`config.mk`:
```
export PLATFORM = sky130hd
export DESIGN_NAME = mul_div_32_flat
export DESIGN_NICKNAME = d
export VERILOG_FILES = /design/src/rtl/mul_div_32_pkg.sv /design/src/rtl/mul_div_32_if.sv /design/src/rtl/mul_div_32_abs_neg.sv /design/src/rtl/mul_div_32.sv /design/src/flat_wrapper.sv
export SDC_FILE = /design/constraint.sdc
export NUM_CORES = 1
export LEC_CHECK = 0
export ABC_AREA = 1
export CORE_MARGIN = 5
export CORE_UTILIZATION = 35
export CTS_BUF_LIST = sky130_fd_sc_hd__clkbuf_4 sky130_fd_sc_hd__clkbuf_8
export CTS_CLUSTER_SIZE = 28
export DETAILED_ROUTE_END_ITERATION = 6
export PLACE_DENSITY = 0.55
export SLEW_MARGIN = 25
export SYNTH_ARGS = -nofsm -noshare
export SYNTH_HDL_FRONTEND = slang
export SYNTH_SLANG_ARGS = --single-unit
```
`constraint.sdc`:
```
create_clock -name clk -period 6.2 [get_ports clk]
set_clock_uncertainty 0.15 [all_clocks]
set_input_delay 0.62 -clock clk [delete_from_list [all_inputs] [get_ports clk]]
set_output_delay 0.62 -clock clk [all_outputs]
set_load 0.01 [all_outputs]
```
`src/rtl/mul_div_32_pkg.sv`:
```
// Shared encodings and constants for the iterative 32-bit multiply/divide unit.
package mdu_pkg;

  localparam int ITER  = 32;
  localparam int CNT_W = $clog2(ITER);

  typedef enum logic [1:0] {
    OP_MULT  = 2'b00,
    OP_MULTU = 2'b01,
    OP_DIV   = 2'b10,
    OP_DIVU  = 2'b11
  } op_e;

  typedef enum logic [1:0] {
    ST_IDLE = 2'b00,
    ST_RUN  = 2'b01,
    ST_DONE = 2'b10
  } state_e;

endpackage

```
`src/rtl/mul_div_32_if.sv`:
```
// Start/busy/done request bus between the datapath controller and the multiply/divide unit.
interface mul_div_32_if;
  import mdu_pkg::*;

  logic        start;
  op_e         op;
  logic [31:0] a;
  logic [31:0] b;
  logic        busy;
  logic        done;
  logic [31:0] hi;
  logic [31:0] lo;
  logic        div_by_zero;

  modport master (output start, op, a, b,
                  input  busy, done, hi, lo, div_by_zero);
  modport slave  (input  start, op, a, b,
                  output busy, done, hi, lo, div_by_zero);
endinterface

```
`src/rtl/mul_div_32_abs_neg.sv`:
```
// Conditional two's-complement negate, shared by input magnitude and result sign fix-up.
module abs_neg_32 (
  input  logic [31:0] val_i,
  input  logic        neg_i,
  output logic [31:0] res_o
);
  assign res_o = neg_i ? (~val_i + 32'd1) : val_i;
endmodule

```
`src/rtl/mul_div_32.sv`:
```
// Iterative MULT/MULTU/DIV/DIVU unit: 32 shift-add or restoring-divide steps, result in HI/LO.
module mul_div_32
  import mdu_pkg::*;
(
  input  logic         clk,
  input  logic         rst,
  mul_div_32_if.slave  bus
);

  state_e             state_q;
  logic               is_div_q;
  logic               neg_res_q;
  logic               sign_a_q;
  logic [31:0]        a_raw_q;
  logic [31:0]        dvsr_q;
  logic [63:0]        acc_q;
  logic [63:0]        acc_d;
  logic [CNT_W-1:0]   count_q;
  logic               busy_q, done_q, dbz_q;
  logic [31:0]        hi_q, lo_q;

  logic               in_signed;
  logic [31:0]        mag_a, mag_b;
  logic [32:0]        add_x, add_y, sum;
  logic               add_cin;
  logic [31:0]        quot_fix, rem_fix;
  logic [31:0]        prod_lo_n, prod_hi_n;
  logic [31:0]        res_hi, res_lo;
  logic               dvsr_zero;

  assign in_signed = (bus.op == OP_MULT) || (bus.op == OP_DIV);
  assign dvsr_zero = (dvsr_q == 32'd0);

  abs_neg_32 u_abs_a (.val_i(bus.a), .neg_i(in_signed & bus.a[31]), .res_o(mag_a));
  abs_neg_32 u_abs_b (.val_i(bus.b), .neg_i(in_signed & bus.b[31]), .res_o(mag_b));

  // One 33-bit adder serves both loops; divide subtracts via ~y + 1.
  // NOTE: every always_comb output gets a default first so no path can infer a latch.
  always_comb begin
    add_x   = {1'b0, acc_q[63:32]};
    add_y   = acc_q[0] ? {1'b0, dvsr_q} : 33'd0;
    add_cin = 1'b0;
    if (is_div_q) begin
      add_x   = {1'b0, acc_q[62:31]};
      add_y   = ~{1'b0, dvsr_q};
      add_cin = 1'b1;
    end
    sum = add_x + add_y + 33'(add_cin);
    if (!is_div_q) begin
      acc_d = {sum, acc_q[31:1]};
    end else if (acc_q[63] || !sum[32]) begin
      // A set bit shifted out of rem means the trial value exceeds any 32-bit divisor.
      acc_d = {sum[31:0], acc_q[30:0], 1'b1};
    end else begin
      acc_d = {acc_q[62:0], 1'b0};
    end
  end

  abs_neg_32 u_fix_q (.val_i(acc_d[31:0]),  .neg_i(neg_res_q), .res_o(quot_fix));
  abs_neg_32 u_fix_r (.val_i(acc_d[63:32]), .neg_i(sign_a_q),  .res_o(rem_fix));

  assign prod_lo_n = ~acc_d[31:0] + 32'd1;
  assign prod_hi_n = ~acc_d[63:32] + {31'd0, (acc_d[31:0] == 32'd0)};

  always_comb begin
    res_hi = acc_d[63:32];
    res_lo = acc_d[31:0];
    if (is_div_q && dvsr_zero) begin
      res_hi = a_raw_q;
      res_lo = 32'hFFFF_FFFF;
    end else if (is_div_q) begin
      res_hi = rem_fix;
      res_lo = quot_fix;
    end else if (neg_res_q) begin
      res_hi = prod_hi_n;
      res_lo = prod_lo_n;
    end
  end

  // NOTE: sequential state uses non-blocking assignments so every register samples pre-edge values.
  always_ff @(posedge clk) begin
    // NOTE: all state here is plain flops (no memory array), so everything is cleared on reset.
    if (rst) begin
      state_q   <= ST_IDLE;
      is_div_q  <= 1'b0;
      neg_res_q <= 1'b0;
      sign_a_q  <= 1'b0;
      a_raw_q   <= '0;
      dvsr_q    <= '0;
      acc_q     <= '0;
      count_q   <= '0;
      busy_q    <= 1'b0;
      done_q    <= 1'b0;
      dbz_q     <= 1'b0;
      hi_q      <= '0;
      lo_q      <= '0;
    end else begin
      case (state_q)
        ST_IDLE: begin
          if (bus.start) begin
            is_div_q  <= bus.op[1];
            neg_res_q <= in_signed & (bus.a[31] ^ bus.b[31]);
            sign_a_q  <= in_signed & bus.a[31];
            a_raw_q   <= bus.a;
            dvsr_q    <= bus.op[1] ? mag_b : mag_a;
            acc_q     <= {32'd0, (bus.op[1] ? mag_a : mag_b)};
            count_q   <= CNT_W'(ITER - 1);
            busy_q    <= 1'b1;
            dbz_q     <= 1'b0;
            state_q   <= ST_RUN;
          end
        end
        ST_RUN: begin
          acc_q <= acc_d;
          if (count_q == '0) begin
            hi_q    <= res_hi;
            lo_q    <= res_lo;
            dbz_q   <= is_div_q & dvsr_zero;
            done_q  <= 1'b1;
            state_q <= ST_DONE;
          end else begin
            count_q <= count_q - 1'b1;
          end
        end
        ST_DONE: begin
          done_q  <= 1'b0;
          busy_q  <= 1'b0;
          state_q <= ST_IDLE;
        end
        default: state_q <= ST_IDLE;
      endcase
    end
  end

  assign bus.busy        = busy_q;
  assign bus.done        = done_q;
  assign bus.hi          = hi_q;
  assign bus.lo          = lo_q;
  assign bus.div_by_zero = dbz_q;

endmodule
```
`src/flat_wrapper.sv`:
```
// flat-port wrapper written by rule: the top's interface ports become plain ports
module mul_div_32_flat import mdu_pkg::*;
  (clk, rst, bus_start, bus_op, bus_a, bus_b, bus_busy, bus_done, bus_hi, bus_lo, bus_div_by_zero);
  mul_div_32_if bus_i ();
  input  logic clk;
  input  logic rst;
  input wire logic [$bits(bus_i.start)-1:0] bus_start;
  input wire logic [$bits(bus_i.op)-1:0] bus_op;
  input wire logic [$bits(bus_i.a)-1:0] bus_a;
  input wire logic [$bits(bus_i.b)-1:0] bus_b;
  output wire logic [$bits(bus_i.busy)-1:0] bus_busy;
  output wire logic [$bits(bus_i.done)-1:0] bus_done;
  output wire logic [$bits(bus_i.hi)-1:0] bus_hi;
  output wire logic [$bits(bus_i.lo)-1:0] bus_lo;
  output wire logic [$bits(bus_i.div_by_zero)-1:0] bus_div_by_zero;
  assign bus_i.start = bus_start;
  assign bus_i.op = bus_op;
  assign bus_i.a = bus_a;
  assign bus_i.b = bus_b;
  assign bus_busy = bus_i.busy;
  assign bus_done = bus_i.done;
  assign bus_hi = bus_i.hi;
  assign bus_lo = bus_i.lo;
  assign bus_div_by_zero = bus_i.div_by_zero;
  mul_div_32 u_core (.clk(clk), .rst(rst), .bus(bus_i));
endmodule
```
==> results of run 1 <==
==> worst max-delay path: cells and delay by family (launching register included) <==
family	cells	cell delay, ns
AOI/OAI and AO/OA	4	0.69
buffers and inverters	8	0.79
adders and majority gates	4	0.85
DFF	1	0.44
and+or+nand+nor	24	2.67
==> synthesized netlist by cell type, types with 16 or more instances <==
cell type	number	area share (%)
nand2_1	824	19
inv_1	334	7.6
nor2_1	302	6.8
a21oi_1	221	6.7
dfxtp_1	205	25
o21ai_0	195	5.9
nand3_1	151	4.6
clkbuf_1	99	2.2
xor2_1	75	4.0
ha_1	41	3.1
nand4_1	32	1.2
nand2_2	23	0.87
nand3_2	21	1.3
inv_2	20	0.45
nor3_1	19	0.57
nor4_1	17	0.64
o211ai_1	17	0.77
o221ai_1	16	0.85
xnor2_1	16	0.85
==> stage by stage <==
step	TNS, ns	utilization [%]	worst slack (ns)
5_1_grt	-0.2382	42.67	-0.05662
3_3_place_gp	0	40.39	0.3504
2_1_floorplan	0	-	0.005282
6_report	0	42.67	0.3855
4_1_cts	0	42.05	0.1415
3_5_place_dp	0	40.39	0.1952
==> kinds of logic after synthesis <==
kind of cell | share of synthesized area (%)
AOI/OAI and AO/OA | 18.39
DFF | 24.76
xor gates and xnor gates | 4.808
buffers and inverters | 11.14
adders and majority gates | 3.336
and+or+nand+nor | 37.57
==> worst max path at each step <==
stage / start / cells past startpoint / end / slack [ns]
floorplan: u_core.is_div_q / 48 / u_core.bus.hi[26] / 0.005
global placement: u_core.is_div_q / 39 / u_core.bus.hi[24] / 0.35
detailed placement: u_core.is_div_q / 42 / u_core.bus.hi[20] / 0.20
CTS: u_core.is_div_q / 42 / u_core.bus.hi[20] / 0.14
global route: u_core.is_div_q / 44 / u_core.bus.hi[28] / -0.06
finish: u_core.is_div_q / 40 / u_core.bus.hi[26] / 0.39
==> sequential cells by signal, summed over array words and instances (netlist names) <==
register / cells
u_core.is_div_q: 1
u_core.bus.done: 1
u_core.dvsr_q: 32
u_core.state_q: 2
u_core.bus.lo: 32
u_core.neg_res_q: 1
u_core.bus.busy: 1
u_core.bus.div_by_zero: 1
u_core.sign_a_q: 1
u_core.count_q: 5
u_core.a_raw_q: 32
u_core.bus.hi: 32
u_core.acc_q: 64
==> cell type report <==
type                       instances  area (um^2)  share of cell area [%]
sequential                       205         4109                   20.64
multi-input combinational       2122        10780                   54.17
tap                              607        759.5                   3.815
timing repair buffer             223         2135                   10.72
clock inverter                     6        75.07                  0.3771
clock buffer                      57        696.9                   3.501
inverter                         357         1349                   6.776
==> per-layer routing <==
layer  vias to the layer above  part of all wire [%]  global-route usage, %
li1                       9352                     -                      -
met1                      8634                    44                  33.14
met2                       559                    47                  42.21
met3                       139                   4.7                  2.941
met4                         0                   5.3                  12.00
met5                         -                     0                      0
==> layout by cell type, fill, tap and decap left out, drive strengths merged, types with 16 or more instances in the layout <==
master         netlist  layout
nand3              176     176
o221ai              16      16
a21oi              234     234
inv                354     354
xor2                75      75
buf                 24      85
nor3                19      19
xnor2               16      16
o211ai              17      17
o21ai              204     204
clkdlybuf4s50        0     134
dfxtp              205     205
nand4               32      32
nor4                17      17
ha                  41      41
nor2               321     321
nand2              850     850
clkbuf              99      61
==> power by group <==
part / total, W / internal, W / leakage, nW / switching [W]
Sequential: 0.00154 / 0.00144 / 1.68 / 0.000105
Clock: 0.00138 / 0.000761 / 0.409 / 0.000619
Combinational: 0.00235 / 0.000792 / 7.27 / 0.00156
Total: 0.00527 / 0.00299 / 9.36 / 0.00228
==> repair_timing <==
item                                    4_1_cts  5_1_grt
hold buffers                                  0        0
setup buffers                                 0        6
endpoints found under the setup margin        0       27
resized for setup                             0       40
==> run_results.csv, run 1 <==
group,metric,value,unit
logic_synthesis,sequential_fraction_of_the_synthesis_area,24.76,%
routing,remaining_drc_errors,0,
clock_network,number_of_sinks_handled_by_clock_tree_synthesis,205,
place,placed_cell_area,0.01884,mm^2
logic_synthesis,synth_fp_nets,2919,
power,worst_ir_drop_vdd,0.1333,mV
setup_path,crit_slowest_cell,"dfxtp_4",
power,power_per_cell_area,264.9,mW/mm^2
sta,setup_viol,0,
grt,grt_antenna_before_repair,0,
min_path,hold_end,"u_core.acc_q[22]",
grt,grt.total_usage,25.44,%
clock_network,root_buffer,"clkbuf_8",
clock_network,tritoncts,"built",
power,cell_leakage_power,9.356,nW
floorplan,die-area,0.05182,mm^2
routing,viasPerCell,5.223,
flow_run,drv_cap,0,
sta,slew_margin_rel,27.73,%
final_layout,area_growth,20.08,%
routing,finalWirelength,68.86,mm
routing,ant_nets,0,
place,gp_routability_congestion,0.9455,
floorplan,io-pin-count,136,
setup_path,kind_of_critical_path,"flop to flop",
routing,drt_first_iter_violations,1730,
routing,route.vias.total,18680,
routing,detail_route.wl_per_cell,19.25,um
sta,worst_slew_pin_slew,1.073,ns
logic_synthesis,synth_warnings,0,
grt,globalRoute.totalOverflow,0,
final_layout,num-fill-cells,5135,
sta,fmax,0.1720,GHz
logic_synthesis,synthesis.area_per_instance,5.906,um^2
place,placedCellCount,3504,
logic_synthesis,synth-edff-count,0,
setup_path,rr_worst_depth,40,
setup_path,setup.worst_path.end_class,"flop",
clock_network,cts.clk_slew.worst_paths,0.07,ns
sta,timing_max_transition_violations_final,0,
setup_path,max_stage_delay,0.44,ns
logic_synthesis,synth-main-ff-cell,"dfxtp_1",
logic_synthesis,synth_seq_cells,205,
sta,hold_viol,0,
floorplan,std_cell_rows,79,
sta,post-route-period-util,93.78,%
floorplan,floorplan.die.width,227.6,um
floorplan,effective_utilization_at_floorplan,35.53,%
setup_path,r2r_setup_slack,0.39,ns
routing,number_of_search_and_repair_iterations_in_the_first_detailed_routing_pass,5,
clock_network,cts_htree_levels,2,
outcome,outcome,"finished clean",
min_path,holdCritPathClass,"input port to flop",
grt,grt_pass1_vias,17660,
place,numPortBuffers,135,
sta,timing.final.crit_period,5.814,ns
min_path,timing.hold.worst_path_depth,2,
place,hpwlAfterDp,53.32,mm
logic_synthesis,unique_cell_type_count_in_the_yosys_netlist,57,
setup_path,worstReg2RegEnd,"u_core.bus.hi[26]",
setup_path,crit_fanout,36,
final_layout,nets,3059,
final_layout,antenna_cells,0,
min_path,hp-start,"rst",
clock_network,tritoncts.num_buffers,38,
final_layout,drive_above_1_share,10.17,%
clock_network,worst_skew_pair.late_latency,0.58,ns
final_layout,stdcell_area,0.01991,mm^2
setup_path,cp.required,6.46,ns
grt,grt_first_pass_wirelength,102.8,mm
grt,grt_start_max_net_pins,74,
clock_network,ctsLongestPathBuffers,3,
logic_synthesis,asyncSetResetFlopFracSynth,0,%
final_layout,fin_cells,3577,
setup_path,crit-reg2reg-launch,"u_core.is_div_q",
setup_path,critical_path.most_common_cell,"nand2_1",
setup_path,crit_arrival,6.07,ns
logic_synthesis,post_synthesis_cell_area,0.01658,mm^2
power,fin_total_pwr,0.005273,W
setup_path,crit_path_start_kind,"flop",
logic_synthesis,synthCells,2807,
sta,worst_hold_slack,0.2995,ns
floorplan,floorplan.die.height,227.6,um
floorplan,design.core.area,0.04665,mm^2
Power figures use the tool's default switching activity.
==> run 2: changes to the inputs <==
--- a/config.mk
+++ b/config.mk
@@ -6,6 +6,7 @@
 export NUM_CORES = 1
 export LEC_CHECK = 0
 export ABC_AREA = 1
+export ABC_CLOCK_PERIOD_IN_PS = 6200
 export CORE_MARGIN = 5
 export CORE_UTILIZATION = 35
 export CTS_BUF_LIST = sky130_fd_sc_hd__clkbuf_4 sky130_fd_sc_hd__clkbuf_8
==> results of run 2 <==
No change in the layout: final DEF, timing and power equal those of run 1.
==> run 3: changes to the inputs <==
--- a/config.mk
+++ b/config.mk
@@ -6,13 +6,14 @@
 export NUM_CORES = 1
 export LEC_CHECK = 0
 export ABC_AREA = 1
-export ABC_CLOCK_PERIOD_IN_PS = 6200
+export ABC_CLOCK_PERIOD_IN_PS = 6000
 export CORE_MARGIN = 5
 export CORE_UTILIZATION = 35
 export CTS_BUF_LIST = sky130_fd_sc_hd__clkbuf_4 sky130_fd_sc_hd__clkbuf_8
 export CTS_CLUSTER_SIZE = 28
 export DETAILED_ROUTE_END_ITERATION = 6
-export PLACE_DENSITY = 0.55
+export MAX_ROUTING_LAYER = met4
+export PLACE_DENSITY = 0.53
 export SLEW_MARGIN = 25
 export SYNTH_ARGS = -nofsm -noshare
 export SYNTH_HDL_FRONTEND = slang
==> constraint.sdc (replaced) <==
create_clock -name clk -period 6 [get_ports clk]
set_clock_uncertainty 0.15 [all_clocks]
set_input_delay 0.6 -clock clk [delete_from_list [all_inputs] [get_ports clk]]
set_output_delay 0.6 -clock clk [all_outputs]
set_load 0.01 [all_outputs]
==> run 3 against run 2 <==
  * Non-clock buffer count is 10 higher
  * Sequential cell count stayed put
  * Global-route usage is 1.6 points higher
  * Clock-buffer cell count is 1 higher
  * Total power is 5.8% higher
  * Critical path depth is 4 lower
  * Register-to-register slack worse by 0.08 ns
  * Combinational power is 6% higher
  * Die area stayed put
  * Largest power group unchanged
==> run_results.csv, run 3 (synthesis results as in run 1) <==
group,metric,value,unit
setup_path,crit-reg2reg-launch,"u_core.is_div_q",
grt,global_route.usage.met1,33.99,%
grt,globalRoute.totalOverflow,0,
power,netSwitchingFraction,43.32,%
place,placed_cell_area,0.01882,mm^2
setup_path,kind_of_critical_path,"flop to flop",
setup_path,crit_slowest_cell,"dfxtp_4",
routing,remaining_drc_errors,0,
sta,slew_margin_rel,35.51,%
routing,drt_first_iter_violations,1600,
place,numPortBuffers,135,
sta,worst_slew_pin_slew,0.9674,ns
clock_network,ctsLongestPathBuffers,3,
min_path,timing.hold.worst_path_depth,3,
grt,grt.total_usage,27.03,%
sta,hold_viol,0,
power,cell_leakage_power,9.435,nW
clock_network,worst_skew_pair.late_latency,0.61,ns
setup_path,r2r_setup_slack,0.30,ns
setup_path,path_buf_inv,6,
power,p_int,0.003163,W
setup_path,worstReg2RegEnd,"u_core.bus.hi[16]",
setup_path,crit_arrival,5.97,ns
setup_path,critical_path.most_common_cell,"nand2_2",
sta,setup_viol,0,
clock_network,cts_htree_levels,2,
place,placedCellCount,3498,
final_layout,area_growth,21.88,%
grt,grt_pass1_vias,17670,
clock_network,cts.clk_slew.worst_paths,0.06,ns
final_layout,drive_above_1_share,11.80,%
sta,post-route-period-util,94.92,%
floorplan,die-area,0.05182,mm^2
floorplan,floorplan.die.height,227.6,um
grt,grt_antenna_before_repair,0,
power,seqPwrFrac,28.6,%
final_layout,nets,3071,
min_path,hp-start,"rst",
power,power_per_cell_area,276.2,mW/mm^2
final_layout,largest_register,"u_core.acc_q",
routing,viasPerCell,5.251,
grt,grt_most_used_layer,"met2",
power,combPwrFrac,44.7,%
power,share_clk_of_total_power,26.7,%
floorplan,io-pin-count,136,
clock_network,tritoncts.num_buffers,40,
clock_network,number_of_sinks_handled_by_clock_tree_synthesis,205,
sta,fmax,0.1756,GHz
final_layout,antenna_cells,0,
clock_network,root_buffer,"clkbuf_8",
place,gp_routability_congestion,0.9830,
setup_path,critPathTopFamily,"simple AND/OR/NAND/NOR gates",
floorplan,design.core.area,0.04665,mm^2
grt,grt_util_met3,2.492,%
power,switching_power,0.002418,W
floorplan,floorplan.die.width,227.6,um
final_layout,fin_cells,3589,
routing,number_of_search_and_repair_iterations_in_the_first_detailed_routing_pass,6,
sta,setup_tns,0,ns
grt,grt_first_pass_wirelength,104.6,mm
routing,ant_nets,0,
routing,finalWirelength,71.70,mm
floorplan,std_cell_rows,79,
final_layout,stdcell_area,0.02020,mm^2
routing,detail_route.wl_per_cell,19.98,um
floorplan,effective_utilization_at_floorplan,35.53,%
setup_path,cp.required,6.27,ns
final_layout,largest_register_ffs,64,
grt,gr-usage-met2,44.73,%
setup_path,max_stage_delay,0.43,ns
final_layout,final_cell_mix,"nand2_1, inv_1, nor2_1",
grt,grt_start_max_net_pins,117,
final_layout,final_design_utilization,43.31,%
setup_path,crit_fanout,9,
min_path,hold_end,"u_core.bus.done",
power,worst_ir_drop_vdd,0.1719,mV
power,fin_total_pwr,0.005581,W
routing,route.vias.total,18850,
flow_run,drv_cap,0,
sta,timing_max_transition_violations_final,0,
clock_network,tritoncts,"built",
min_path,holdCritPathClass,"input port to flop",
setup_path,setup.worst_path.end_class,"flop",
sta,timing.final.crit_period,5.695,ns
final_layout,layout_commonest_cell,"nand2_1",
place,hpwlAfterDp,55.04,mm
setup_path,rr_worst_depth,36,
setup_path,crit_path_start_kind,"flop",
outcome,outcome,"finished clean",
run 3: cell count changes in the layout (fill, tap and decap cells not counted), moves of 6 or more:
cell,before,now
o21ai_0,190,183
nor2_1,295,287
ha_1,38,31
buf_4,80,86
nand2_1,818,812
a21oi_2,13,22
a21oi_1,217,208
run 3: worst max-delay path by stage:
stage,slack (ns),cells after the start,to,startpoint
after floorplan,0.02,48,u_core.bus.hi[26],u_core.is_div_q
after global placement,0.05,34,u_core.bus.hi[16],u_core.is_div_q
after global routing,-0.05,37,u_core.bus.hi[16],u_core.is_div_q
after detailed placement,0.02,34,u_core.bus.hi[24],u_core.is_div_q
final,0.30,36,u_core.bus.hi[16],u_core.is_div_q
after CTS,0.04,34,u_core.bus.hi[24],u_core.is_div_q
run 3: power groups by stage:
| stage | Clock [W] | Sequential [W] | Combinational [W] |
|---|---|---|---|
| after global placement | 0 | 0.00162 | 0.00235 |
| after CTS | 0.00152 | 0.00159 | 0.00236 |
| after floorplan | 0 | 0.00158 | 0.00154 |
| final | 0.00149 | 0.00160 | 0.00249 |
| after global routing | 0.00158 | 0.00161 | 0.00274 |
| after detailed placement | 0 | 0.00162 | 0.00235 |
run 3: metal layers:
layer / up-vias / wire, um
li1: 9368 / -
met1: 8752 / 30690
met2: 592 / 34410
met3: 135 / 3362
met4: 0 / 3246
met5: - / 0
run 3: worst reg2reg max path, delay by kind of cell (launching register included):
kind            cells  cell delay [ns]
fa+ha+maj           4             0.87
compound gates      7             1.07
flops               1             0.43
simple gates       19             2.36
buf+inv             6             0.64
run 3: cell type report:
| class | instances | area, um^2 |
|---|---|---|
| Multi-Input combinational cell | 2122 | 10970 |
| Sequential cell | 205 | 4109 |
| Clock buffer | 58 | 735.7 |
| Timing Repair Buffer | 233 | 2206 |
| Clock inverter | 7 | 77.57 |
| Inverter | 357 | 1346 |
| Tap cell | 607 | 759.5 |
| Fill cell | 5102 | 26450 |
run 3: stage by stage:
step                      worst slack (ns)  hold WS [ns]
final                               0.3050        0.2360
after global routing              -0.04820        0.2367
after CTS                          0.04228        0.1893
after detailed placement           0.01554        0.3051
after global placement             0.04964        0.3014
after floorplan                    0.02146        0.2953
run 3: repair_timing:
action,CTS,global route
hold buffers,0,0
endpoints found under the setup margin,2,29
pin swaps,0,21
gates resized for setup,2,86
buffers inserted,0,21
hold endpoints to repair,0,0
gates cloned,0,5
